### config.mk
export PLATFORM = sky130hd
export DESIGN_NAME = timer_irq_ctrl
export DESIGN_NICKNAME = d
export VERILOG_FILES = /design/src/rtl/timer_irq_pkg.sv /design/src/rtl/irq_edge_det.sv /design/src/rtl/timer_irq_ctrl.sv
export SDC_FILE = /design/constraint.sdc
export NUM_CORES = 1
export LEC_CHECK = 0
export BUFFER_PORTS_ARGS = -buffer_cell sky130_fd_sc_hd__buf_2
export CAP_MARGIN = 25
export CORE_ASPECT_RATIO = 0.7
export CORE_MARGIN = 8
export CORE_UTILIZATION = 52
export DETAILED_ROUTE_END_ITERATION = 8
export GPL_ROUTABILITY_DRIVEN = 0
export PLACE_DENSITY_LB_ADDON = 0.08
export RECOVER_POWER = 50
export SLEW_MARGIN = 0
export SYNTH_ARGS = -nofsm -noshare
export SYNTH_HDL_FRONTEND = slang
export SYNTH_SLANG_ARGS = --single-unit
### constraint.sdc
create_clock -name HCLK -period 6.06 [get_ports HCLK]
set_clock_uncertainty 0.2 [all_clocks]
set_input_delay 0.909 -clock HCLK [delete_from_list [all_inputs] [get_ports HCLK]]
set_output_delay 0.909 -clock HCLK [all_outputs]
set_load 0.02 [all_outputs]
### src/rtl/timer_irq_pkg.sv
// timer_irq_pkg
//   Shared constants and types for the timer interrupt controller:
//   register word indices (PADDR[4:2]), interrupt source indices and
//   the decoded APB request bundle used inside timer_irq_ctrl.
package timer_irq_pkg;

  localparam int NUM_SRC = 2;
  localparam int SRC_OVF = 0;
  localparam int SRC_CMP = 1;

  // Word index of each register (byte offset >> 2)
  localparam logic [2:0] REG_PENDING = 3'd0;  // 0x00 RW1C
  localparam logic [2:0] REG_ENABLE  = 3'd1;  // 0x04 RW
  localparam logic [2:0] REG_CTRL    = 3'd2;  // 0x08 RW, bit0 GLOBAL_EN
  localparam logic [2:0] REG_OVF_CNT = 3'd3;  // 0x0C RO, write clears
  localparam logic [2:0] REG_CMP_CNT = 3'd4;  // 0x10 RO, write clears
  localparam logic [2:0] REG_LAST    = REG_CMP_CNT;

  // Decoded APB access for the current cycle
  typedef struct packed {
    logic       acc;  // access phase (PSEL & PENABLE)
    logic       hit;  // address maps to a register
    logic       wr;   // committing write to a mapped register
    logic       rd;   // read of a mapped register
    logic [2:0] idx;  // register word index
  } apb_req_t;

endpackage

### src/rtl/irq_edge_det.sv
// irq_edge_det
//   Rising-edge detector, one lane per bit. Each lane keeps the previous
//   sample of its input; rise is high for the single cycle in which the
//   input is 1 and the previous sample was 0, so a held level yields
//   exactly one pulse.
// Ports:
//   HCLK   - clock
//   HRESET - async active-high reset (previous samples clear to 0)
//   sig    - [W-1:0] input levels
//   rise   - [W-1:0] combinational rise pulses
module irq_edge_det #(
  parameter int W = 2
) (
  input  logic         HCLK,
  input  logic         HRESET,
  input  logic [W-1:0] sig,
  output logic [W-1:0] rise
);

  logic [W-1:0] prev_q;

  always_ff @(posedge HCLK or posedge HRESET) begin
    if (HRESET) prev_q <= '0;
    else        prev_q <= sig;
  end

  assign rise = sig & ~prev_q;

endmodule

### src/rtl/timer_irq_ctrl.sv
// timer_irq_ctrl
//   APB-programmable interrupt controller for a timer with two sources
//   (overflow, compare match). Rising edges latch sticky PENDING bits and
//   bump saturating event counters; irq_o is the registered OR of enabled
//   pending bits gated by GLOBAL_EN.
// Ports:
//   HCLK, HRESET        - clock, async active-high reset
//   PADDR/PWDATA/PWRITE/PSEL/PENABLE - APB request (decode on PADDR[4:2])
//   PRDATA/PREADY/PSLVERR            - APB response (zero wait states)
//   timer_irq_i[1:0]    - [0] overflow, [1] compare match (level/pulse)
//   irq_o               - combined registered interrupt
module timer_irq_ctrl
  import timer_irq_pkg::*;
#(
  parameter int APB_ADDR_WIDTH = 12,
  parameter int CNT_WIDTH      = 32
) (
  input  logic                      HCLK,
  input  logic                      HRESET,
  input  logic [APB_ADDR_WIDTH-1:0] PADDR,
  input  logic [31:0]               PWDATA,
  input  logic                      PWRITE,
  input  logic                      PSEL,
  input  logic                      PENABLE,
  output logic [31:0]               PRDATA,
  output logic                      PREADY,
  output logic                      PSLVERR,
  input  logic [NUM_SRC-1:0]        timer_irq_i,
  output logic                      irq_o
);

  localparam logic [CNT_WIDTH-1:0] CNT_MAX = '1;

  apb_req_t             req;
  logic [NUM_SRC-1:0]   rise;
  logic [NUM_SRC-1:0]   pend_q, pend_clr, en_q;
  logic                 gen_q;
  logic                 irq_q;
  logic [CNT_WIDTH-1:0] cnt_q [NUM_SRC];
  logic [31:0]          rdata;

  // ---------------- APB decode ----------------
  always_comb begin
    req     = '0;
    req.acc = PSEL & PENABLE;
    req.idx = PADDR[4:2];
    // Any address bit above [4] set, or word index past the last
    // register, is unmapped.
    req.hit = ~|PADDR[APB_ADDR_WIDTH-1:5] && (PADDR[4:2] <= REG_LAST);
    req.wr  = req.acc & PWRITE & req.hit;
    req.rd  = req.acc & ~PWRITE & req.hit;
  end

  assign PREADY  = 1'b1;
  assign PSLVERR = req.acc & ~req.hit;

  // ---------------- edge detection ----------------
  irq_edge_det #(.W(NUM_SRC)) u_edge (
    .HCLK   (HCLK),
    .HRESET (HRESET),
    .sig    (timer_irq_i),
    .rise   (rise)
  );

  // ---------------- PENDING / ENABLE / CTRL ----------------
  assign pend_clr = (req.wr && req.idx == REG_PENDING) ? PWDATA[NUM_SRC-1:0] : '0;

  always_ff @(posedge HCLK or posedge HRESET) begin
    if (HRESET) begin
      pend_q <= '0;
      en_q   <= '0;
      gen_q  <= 1'b0;
      irq_q  <= 1'b0;
    end else begin
      // Set is applied after the clear so a same-cycle event wins.
      pend_q <= (pend_q & ~pend_clr) | rise;
      if (req.wr && req.idx == REG_ENABLE) en_q  <= PWDATA[NUM_SRC-1:0];
      if (req.wr && req.idx == REG_CTRL)   gen_q <= PWDATA[0];
      // Built from registered state, so a new pending bit reaches irq_o
      // one edge after it lands in PENDING.
      irq_q <= gen_q & |(pend_q & en_q);
    end
  end

  assign irq_o = irq_q;

  // ---------------- saturating event counters ----------------
  for (genvar n = 0; n < NUM_SRC; n++) begin : g_cnt
    localparam logic [2:0] CNT_REG = (n == SRC_OVF) ? REG_OVF_CNT : REG_CMP_CNT;
    logic                 clr;
    logic [CNT_WIDTH-1:0] base;

    assign clr  = req.wr && (req.idx == CNT_REG);
    // Clear first, then count: clear + event in one cycle leaves 1.
    assign base = clr ? '0 : cnt_q[n];

    always_ff @(posedge HCLK or posedge HRESET) begin
      if (HRESET)              cnt_q[n] <= '0;
      else if (clr || rise[n]) cnt_q[n] <= (rise[n] && base != CNT_MAX)
                                           ? base + CNT_WIDTH'(1) : base;
    end
  end

  // ---------------- read mux ----------------
  always_comb begin
    rdata = '0;
    case (req.idx)
      REG_PENDING: rdata[NUM_SRC-1:0] = pend_q;
      REG_ENABLE:  rdata[NUM_SRC-1:0] = en_q;
      REG_CTRL:    rdata[0]           = gen_q;
      REG_OVF_CNT: rdata              = 32'(cnt_q[SRC_OVF]);
      REG_CMP_CNT: rdata              = 32'(cnt_q[SRC_CMP]);
      default:     rdata              = '0;
    endcase
  end

  assign PRDATA = req.rd ? rdata : '0;

  // Write-data bits above the register fields and byte-lane address
  // bits carry no meaning here.
  logic unused;
  assign unused = ^{PWDATA[31:NUM_SRC], PADDR[1:0]};

endmodule

Word level (Yosys, flattened, before mapping)
Index checks and enable logic that the tools add are counted.
{"block": "totals", "out_inout_bits": 35, "inputBits": 51, "word_cells": 54, "reg_bits": 72}
{"block": "classes", "n_eq_ne": 6, "add_sub_neg": 2, "n_lt_le_gt_ge": 1, "n_reduce_logical": 14, "muxes": 9, "bitwise_logic": 15}
{"op": "32-bit 2-to-1 mux", "n": 5}
{"op": "32-bit by 1-bit adder with 32-bit output, second input constant", "n": 2}
{"op": "32-bit != test, second input constant", "n": 2}
{"op": "30-bit one-hot mux with 2 select lines", "n": 1}
{"op": "1-bit logical AND", "n": 8}
{"op": "1-bit bitwise AND", "n": 7}
{"op": "7-bit OR reduction", "n": 1}
{"op": "2-bit bitwise AND", "n": 3}
{"op": "3-bit by 2-bit equality test with 1-bit output, second input constant", "n": 2}
{"op": "1-bit one-hot mux with 5 select lines", "n": 1}
{"op": "2-bit inverter", "n": 2}
{"op": "1-bit one-hot mux with 4 select lines", "n": 1}
{"op": "3-bit by 1-bit equality test with 1-bit output, second input constant", "n": 1}
{"op": "3-bit equality test, second input constant", "n": 1}
{"op": "3-bit <= comparator, second input constant", "n": 1}
{"op": "3-bit logical NOT", "n": 1}
{"op": "1-bit logical OR", "n": 2}
{"op": "2-bit 2-to-1 mux", "n": 1}
{"op": "1-bit inverter", "n": 2}
{"op": "2-bit OR", "n": 1}
{"op": "2-bit OR reduction", "n": 1}
{"op": "1-bit logical NOT", "n": 1}

Longest topological paths before layout
Gate-level depths: netlist (run 1).
{"block": "logic_depth", "depth_word": 9, "depth_mapped": 9, "ltp_nobuf": 6}

Modules after synthesis
A second synthesis (run 1) with hierarchy kept.
{"block": "unflattened", "cells_unflattened": 542, "hier_area_um2": 4655.7}
{"module": "timer_irq_ctrl", "seq_area_each_um2": 1751.7, "cells_each": 537, "instances": 1, "area_each_um2": 4574.4}
{"module": "irq_edge_det", "seq_area_each_um2": 50.0, "cells_each": 5, "instances": 1, "area_each_um2": 81.3}

Least setup slack after synthesis (run 1)
No wires, ideal clock.
{"block": "synth_path", "kind": "input to output", "from": "input port PADDR[7]", "to": "output port PRDATA[10]", "t_arrival_ps": 2419, "setup_slack_ps": 2532, "cell_stages": 6, "t_required_ps": 4951, "path_buffers": 2, "cell_sequence": "nor4_1 > nand3_1 > or3_1 > clkbuf_1 > clkbuf_1 > nor2_1"}
{"block": "synth_between", "elab_chain_len": 5}
{"element": "start, declared", "line_no": "timer_irq_ctrl.sv:20", "rtl": "input logic [APB_ADDR_WIDTH-1:0] PADDR,"}
{"element": "7-bit OR reduction", "line_no": "timer_irq_ctrl.sv:49", "rtl": "req.hit = ~|PADDR[APB_ADDR_WIDTH-1:5] && (PADDR[4:2] <= REG_LAST);"}
{"element": "1-bit logical NOT", "line_no": "timer_irq_ctrl.sv:49"}
{"element": "1-bit logical AND", "line_no": "timer_irq_ctrl.sv:49"}
{"element": "1-bit bitwise AND", "line_no": "timer_irq_ctrl.sv:51", "rtl": "req.rd = req.acc & ~PWRITE & req.hit;"}
{"element": "32-bit 2-to-1 mux", "line_no": "timer_irq_ctrl.sv:117", "rtl": "assign PRDATA = req.rd ? rdata : '0;"}
{"element": "end, declared", "line_no": "timer_irq_ctrl.sv:25", "rtl": "output logic [31:0] PRDATA,"}
No other way between the ends.

Worst setup path in the final report (run 1)
{"block": "layout_path", "from": "input port PADDR[7]", "to": "output port PRDATA[29]"}
The elaborated chain is that of the path after synthesis.

==> impl_metrics.py, run 1 <==
metrics = {
    "sta": {
        "worst_slew_pin_slew_ns": 1.43,
        "finalMaxSlewViolations": 0,
        "final_hold_viol_count": 0,
        "rsz0062_at_grt": "false",
        "slew_headroom": 0.0481,
        "setup_violations": 0,
        "fmax_mhz": 236,
        "setup_tns_ns": 0,
        "fin_crit_sh": 0.700,
        "fin_crit_ns": 4.24,
    },
    "global_route": {
        "grt_pass1_wl_um": 18900,
        "grt.overflow.total": 0,
        "grt_pass1_vias": 3601,
        "grt_max_degree": 73,
        "track_usage": 0.211,
        "antenna_found_initial": 0,
    },
    "yosys": {
        "syn_area_per_cell_um2": 8.64,
        "ys.flop_type": "dfrtp_1",
        "ys_seq_elements": 72,
        "yosysWarnings": 0,
        "ys_async_sr_fraction": 1.00,
        "synthTopCellsByArea": "dfrtp_1 (43%), nor2_1 (8.7%), xnor2_1 (7.7%)",
        "ys_seq_area_frac": 0.426,
        "synth_edf_count": 0,
        "yosysTopAreaCellShare": 0.426,
        "synth.distinct_cells": 48,
        "yosys.area.top_type": "dfrtp_1",
        "synth_cells": 490,
        "netlist_area_um2": 4230,
        "syn_nets": 541,
    },
    "drt": {
        "detail_route.wl_per_cell_um": 17.8,
        "drt_wl_total_um": 11300,
        "via_count": 3766,
        "dr.first_iter.drc_count": 328,
        "dr.pass1.iters": 5,
        "drc": 0,
        "via_per_inst": 5.90,
        "ant_nets": 0,
    },
    "job": {
        "maxCapViolCount": 0,
    },
    "clock_tree": {
        "cts.sinks": 72,
        "cts-root-buf": "clkbuf_16",
        "cts_resized": 0,
        "cts_hold_buf": 0,
        "clk_pin_slew_ns": 0.05,
        "cts.path.max_buffers": 2,
        "clkLatencyLatePin_ns": 0.34,
        "post-cts-setup-buffers": 0,
        "ctsHtreeMaxLevel": 3,
        "cts_tree": "yes",
        "cts-buffers-inserted": 9,
    },
    "setup_path": {
        "timing.critical_path.arrival_ns": 3.13,
        "crit_type": "primary input to primary output",
        "worstSetupStartpointType": "primary input",
        "crit_path_end_kind": "primary output",
        "crit_required_ns": 4.95,
        "critPathMaxFanout": 32,
    },
    "layout": {
        "drive_gt1_frac": 0.147,
        "area_delta_synth_final_pct": 14.6,
        "antenna_cells": 0,
        "nets": 583,
        "fin_cells": 638,
        "mostFrequentLayoutCells": "nor2_1 (97), dfrtp_1 (72), buf_2 (49), nand2_1 (40), xnor2_1 (37)",
        "layout_commonest_cell": "nor2_1",
    },
    "worst_hold_path": {
        "hold_path.class": "register to register",
    },
    "placement": {
        "dpl.hpwl_um": 8230,
        "io_buffer_count": 52,
        "place_inst": 622,
    },
    "floorplan": {
        "initial_core_util": 0.538,
        "die_area_um2": 11300,
        "die_x_um": 124,
        "die_h_um": 91.5,
        "ios": 86,
        "placementRows": 27,
        "core_um2": 7870,
    },
    "power_and_ir_drop": {
        "p_leak_nw": 1.96,
        "powerDensity_nw_per_um2": 245,
        "vdd_ir_drop_max_v": 0.000207,
        "power.total_w": 0.00119,
    },
    "run_status": {
        "outcome": "complete, no violations",
    },
}
[path summary, 6_finish.rpt]
kind / from / endpoint / slack, ns / depth (start not counted)
worst min-delay path: pend_q[1] / pend_q[1] / 0.31 / 2
max in group asynchronous: HRESET / cnt_q[19] / 4.39 / 3
worst max-delay path: PADDR[7] / PRDATA[29] / 1.82 / 6
worst max register to register: cnt_q[37] / cnt_q[60] / 3.03 / 6
worst min register to register: pend_q[1] / pend_q[1] / 0.31 / 2
min in group asynchronous: HRESET / cnt_q[33] / 0.63 / 3
[state kept, by name, indices dropped and copies added (netlist names)]
name,cells
en_q,2
irq_o,1
pend_q,2
cnt_q,64
gen_q,1
u_edge.prev_q,2
[through the flow]
stage                     instance area, µm²   util  hold slack [ns]  setup WS (ns)
after floorplan                         4230      -            0.265           2.53
after global placement                  4560  0.579            0.296           1.96
after detailed placement                4580  0.581            0.301           1.85
after CTS                               4860  0.618            0.319           1.84
after global routing                    4850  0.617            0.355           1.63
final                                   4850  0.617            0.312           1.82
[cell families after synthesis]
| kind of cell | Yosys count | share of synthesized area |
|---|---|---|
| flops | 72 | 0.426 |
| compound gates | 72 | 0.119 |
| mux | 7 | 0.0171 |
| simple gates | 253 | 0.301 |
| xor+xnor | 50 | 0.103 |
| other cells | 1 | 0.000886 |
| buf+inv | 35 | 0.0325 |
[cell type report]
class                      instances  area, µm²
timing repair buffer              57        298
sequential                        72       1800
clock inverter                     3       15.0
inverter                           9       33.8
fill                             693       3020
tap                              101        126
clock buffer                      13        270
multi-input combinational        383       2310
[routing by layer]
metal  vias to the layer above  wire length [µm]  global-route usage
met5                         -                 0                   0
met3                         6               877              0.0662
met4                         0                53              0.0460
met1                      1817              5460               0.305
li1                       1819                 -                   -
met2                       124              4950               0.299
[report_power, final]
part	leakage (nW)	switching (W)	internal [W]
clock	0.145	0.000192	0.000308
combinational	0.853	0.0000598	0.0000487
sequential	0.957	0.0000619	0.000517
[cells in the mapped netlist (3+ instances only)]
cell	number
a2111oi_1	3
a211oi_1	3
a21oi_1	9
a22oi_1	31
a31oi_1	5
and2_1	3
and3_1	4
and4_1	4
clkbuf_1	22
dfrtp_1	72
inv_1	9
mux2i_1	5
nand2_1	40
nand3_1	24
nand3b_1	4
nand4_1	13
nor2_1	98
nor3_1	16
nor3b_1	5
nor4_1	10
o21ai_0	11
or3_1	12
or4_1	5
xnor2_1	37
xor2_1	13
[worst max-delay path, stage by stage]
cell and delay [ns]:
buf_2 0.10, nor4_1 0.67, nand3_1 0.17, or3_1 0.78, nor2_1 0.29, buf_2 0.20
No activity file was read; power rests on OpenSTA's default activity.
==> inputs of run 2 (changes only) <==
--- a/config.mk
+++ b/config.mk
@@ -9,7 +9,7 @@
 export CAP_MARGIN = 25
 export CORE_ASPECT_RATIO = 0.7
 export CORE_MARGIN = 8
-export CORE_UTILIZATION = 52
+export CORE_UTILIZATION = 50
 export DETAILED_ROUTE_END_ITERATION = 8
 export GPL_ROUTABILITY_DRIVEN = 0
 export PLACE_DENSITY_LB_ADDON = 0.08
==> constraint.sdc (replaced) <==
create_clock -name HCLK -period 3.8 [get_ports HCLK]
set_clock_uncertainty 0.2 [all_clocks]
set_input_delay 0.57 -clock HCLK [delete_from_list [all_inputs] [get_ports HCLK]]
set_output_delay 0.57 -clock HCLK [all_outputs]
set_load 0.02 [all_outputs]
==> run 2 against run 1 <==
  * Via count about the same
  * Design area increased by 0.36%
  * Utilization decreased by 3.2 points
  * Hold slack got worse by 0.14 ns
  * First-iteration DRC count decreased by 10%
  * Critical path depth unchanged
  * Combinational power increased by 60%
  * Worst setup slack got worse by 1.3 ns
  * Global-route usage decreased by 1.3 points
  * Critical path type unchanged
==> impl_metrics.py, run 2 (synthesized netlist as in run 1, its figures left out) <==
metrics = {
    "sta": {
        "setup_violations": 0,
        "fmax_mhz": 309,
        "setup_tns_ns": 0,
        "slew_headroom": 0.154,
        "fin_crit_sh": 0.852,
        "worst_slew_pin_slew_ns": 1.27,
        "rsz0062_at_grt": "false",
        "finalMaxSlewViolations": 0,
        "final_hold_viol_count": 0,
        "fin_crit_ns": 3.24,
    },
    "clock_tree": {
        "clkLatencyLatePin_ns": 0.34,
        "post-cts-setup-buffers": 0,
        "cts-buffers-inserted": 9,
        "cts.sinks": 72,
        "cts.path.max_buffers": 2,
        "ctsHtreeMaxLevel": 3,
        "cts_tree": "yes",
        "cts_resized": 0,
        "clk_pin_slew_ns": 0.05,
        "cts_hold_buf": 0,
        "cts-root-buf": "clkbuf_16",
    },
    "layout": {
        "drive_gt1_frac": 0.151,
        "area_delta_synth_final_pct": 15.0,
        "layout_commonest_cell": "nor2_1",
        "multi_input_comb_area_um2": 2310,
        "nets": 588,
        "seq_area_um2": 1800,
        "largest_reg_flops": 64,
        "fill_cells": 766,
        "antenna_cells": 0,
        "regMostFlops": "cnt_q",
        "mostFrequentLayoutCells": "nor2_1 (97), dfrtp_1 (72), buf_2 (47), nand2_1 (40), xnor2_1 (37)",
    },
    "drt": {
        "via_per_inst": 5.82,
        "via_count": 3765,
        "drc": 0,
        "wl_met1_um": 5800,
        "met2_length_um": 4640,
        "met3_length_um": 587,
        "dr.pass1.iters": 5,
        "dr.first_iter.drc_count": 294,
        "dr.max_layer_used": "met4",
        "drt_wl_total_um": 11100,
        "ant_nets": 0,
        "detail_route.wl_per_cell_um": 17.2,
    },
    "global_route": {
        "grt_pass1_wl_um": 18500,
        "grt_pass1_vias": 3545,
        "grt_max_degree": 33,
        "antenna_found_initial": 0,
        "grt.overflow.total": 0,
        "track_usage": 0.199,
    },
    "setup_path": {
        "crit_path_max_incr_delay_ns": 0.77,
        "worstSetupStartpointType": "primary input",
        "crit_top_cell": "buf_2",
        "crit_type": "primary input to primary output",
        "ff2ff_setup_slack_ns": 0.73,
        "critPathSlowestCell": "or3_1",
        "crit_chain": "buf_2, nor3_1, nand3_1, or3_1, nor2_1, buf_2",
        "critPathMaxFanout": 32,
        "timing.rr.start": "cnt_q[37]",
        "crit_path_end_kind": "primary output",
        "crit_required_ns": 3.03,
        "critical_path.startpoint": "PADDR[5]",
        "timing.critical_path.arrival_ns": 2.47,
    },
    "floorplan": {
        "die_area_um2": 11700,
        "placementRows": 28,
        "die_x_um": 126,
        "die_h_um": 93.0,
        "ios": 86,
        "core_um2": 8340,
        "initial_core_util": 0.508,
    },
    "worst_hold_path": {
        "hold_path.class": "primary input to register",
        "hp-start": "timer_irq_i[0]",
    },
    "placement": {
        "dpl.hpwl_um": 8190,
        "io_buffer_count": 52,
    },
    "power_and_ir_drop": {
        "power.total_w": 0.00188,
        "vdd_ir_drop_max_v": 0.000291,
        "p_leak_nw": 1.96,
        "powerDensity_nw_per_um2": 385,
    },
    "job": {
        "maxCapViolCount": 0,
    },
    "run_status": {
        "outcome": "complete, no violations",
    },
}
-- run 2: cell type report --
| class | count | share of cell area |
|---|---|---|
| clock buffer | 10 | 0.0491 |
| sequential | 72 | 0.370 |
| inverter | 9 | 0.00694 |
| tap | 105 | 0.0270 |
| multi-input combinational | 383 | 0.474 |
| timing repair buffer | 62 | 0.0660 |
| clock inverter | 6 | 0.00719 |
-- run 2: through the flow --
step / area (µm²) / utilization / worst slack, ns / instances / hold WS, ns
global route: 4870 / 0.584 / 0.425 / 647 / 0.178
CTS: 4880 / 0.586 / 0.569 / 647 / 0.119
finish: 4870 / 0.584 / 0.561 / 647 / 0.168
floorplan: 4230 / - / 0.950 / 490 / 0.265
detailed placement: 4610 / 0.553 / 0.580 / 631 / 0.297
global placement: 4610 / 0.553 / 0.616 / 631 / 0.298
-- run 2: report_power, final --
| part | internal [W] | leakage [nW] | total (W) | switching (W) |
|---|---|---|---|---|
| registers | 0.000823 | 0.957 | 0.000927 | 0.000104 |
| logic | 0.0000777 | 0.868 | 0.000173 | 0.0000957 |
| clock network | 0.000454 | 0.134 | 0.000776 | 0.000322 |
-- run 2: path summary, 6_finish.rpt --
| path | cells after the start | endpoint |
|---|---|---|
| max in group asynchronous | 3 | cnt_q[63] |
| min reg2reg | 1 | pend_q[0] |
| max reg2reg | 6 | cnt_q[60] |
| min in group asynchronous | 2 | cnt_q[36] |
| max | 6 | PRDATA[5] |
| min | 1 | u_edge.prev_q[0] |
-- run 2: per-layer routing --
layer  vias to the layer above  track usage
met5                         -            0
met3                         9       0.0460
li1                       1839            -
met1                      1844        0.295
met2                        73        0.277
met4                         0       0.0618
-- run 2: critical path: cells and delay by family --
family	cells	cell delay [ns]
simple gates	4	1.59
buf+inv	2	0.30
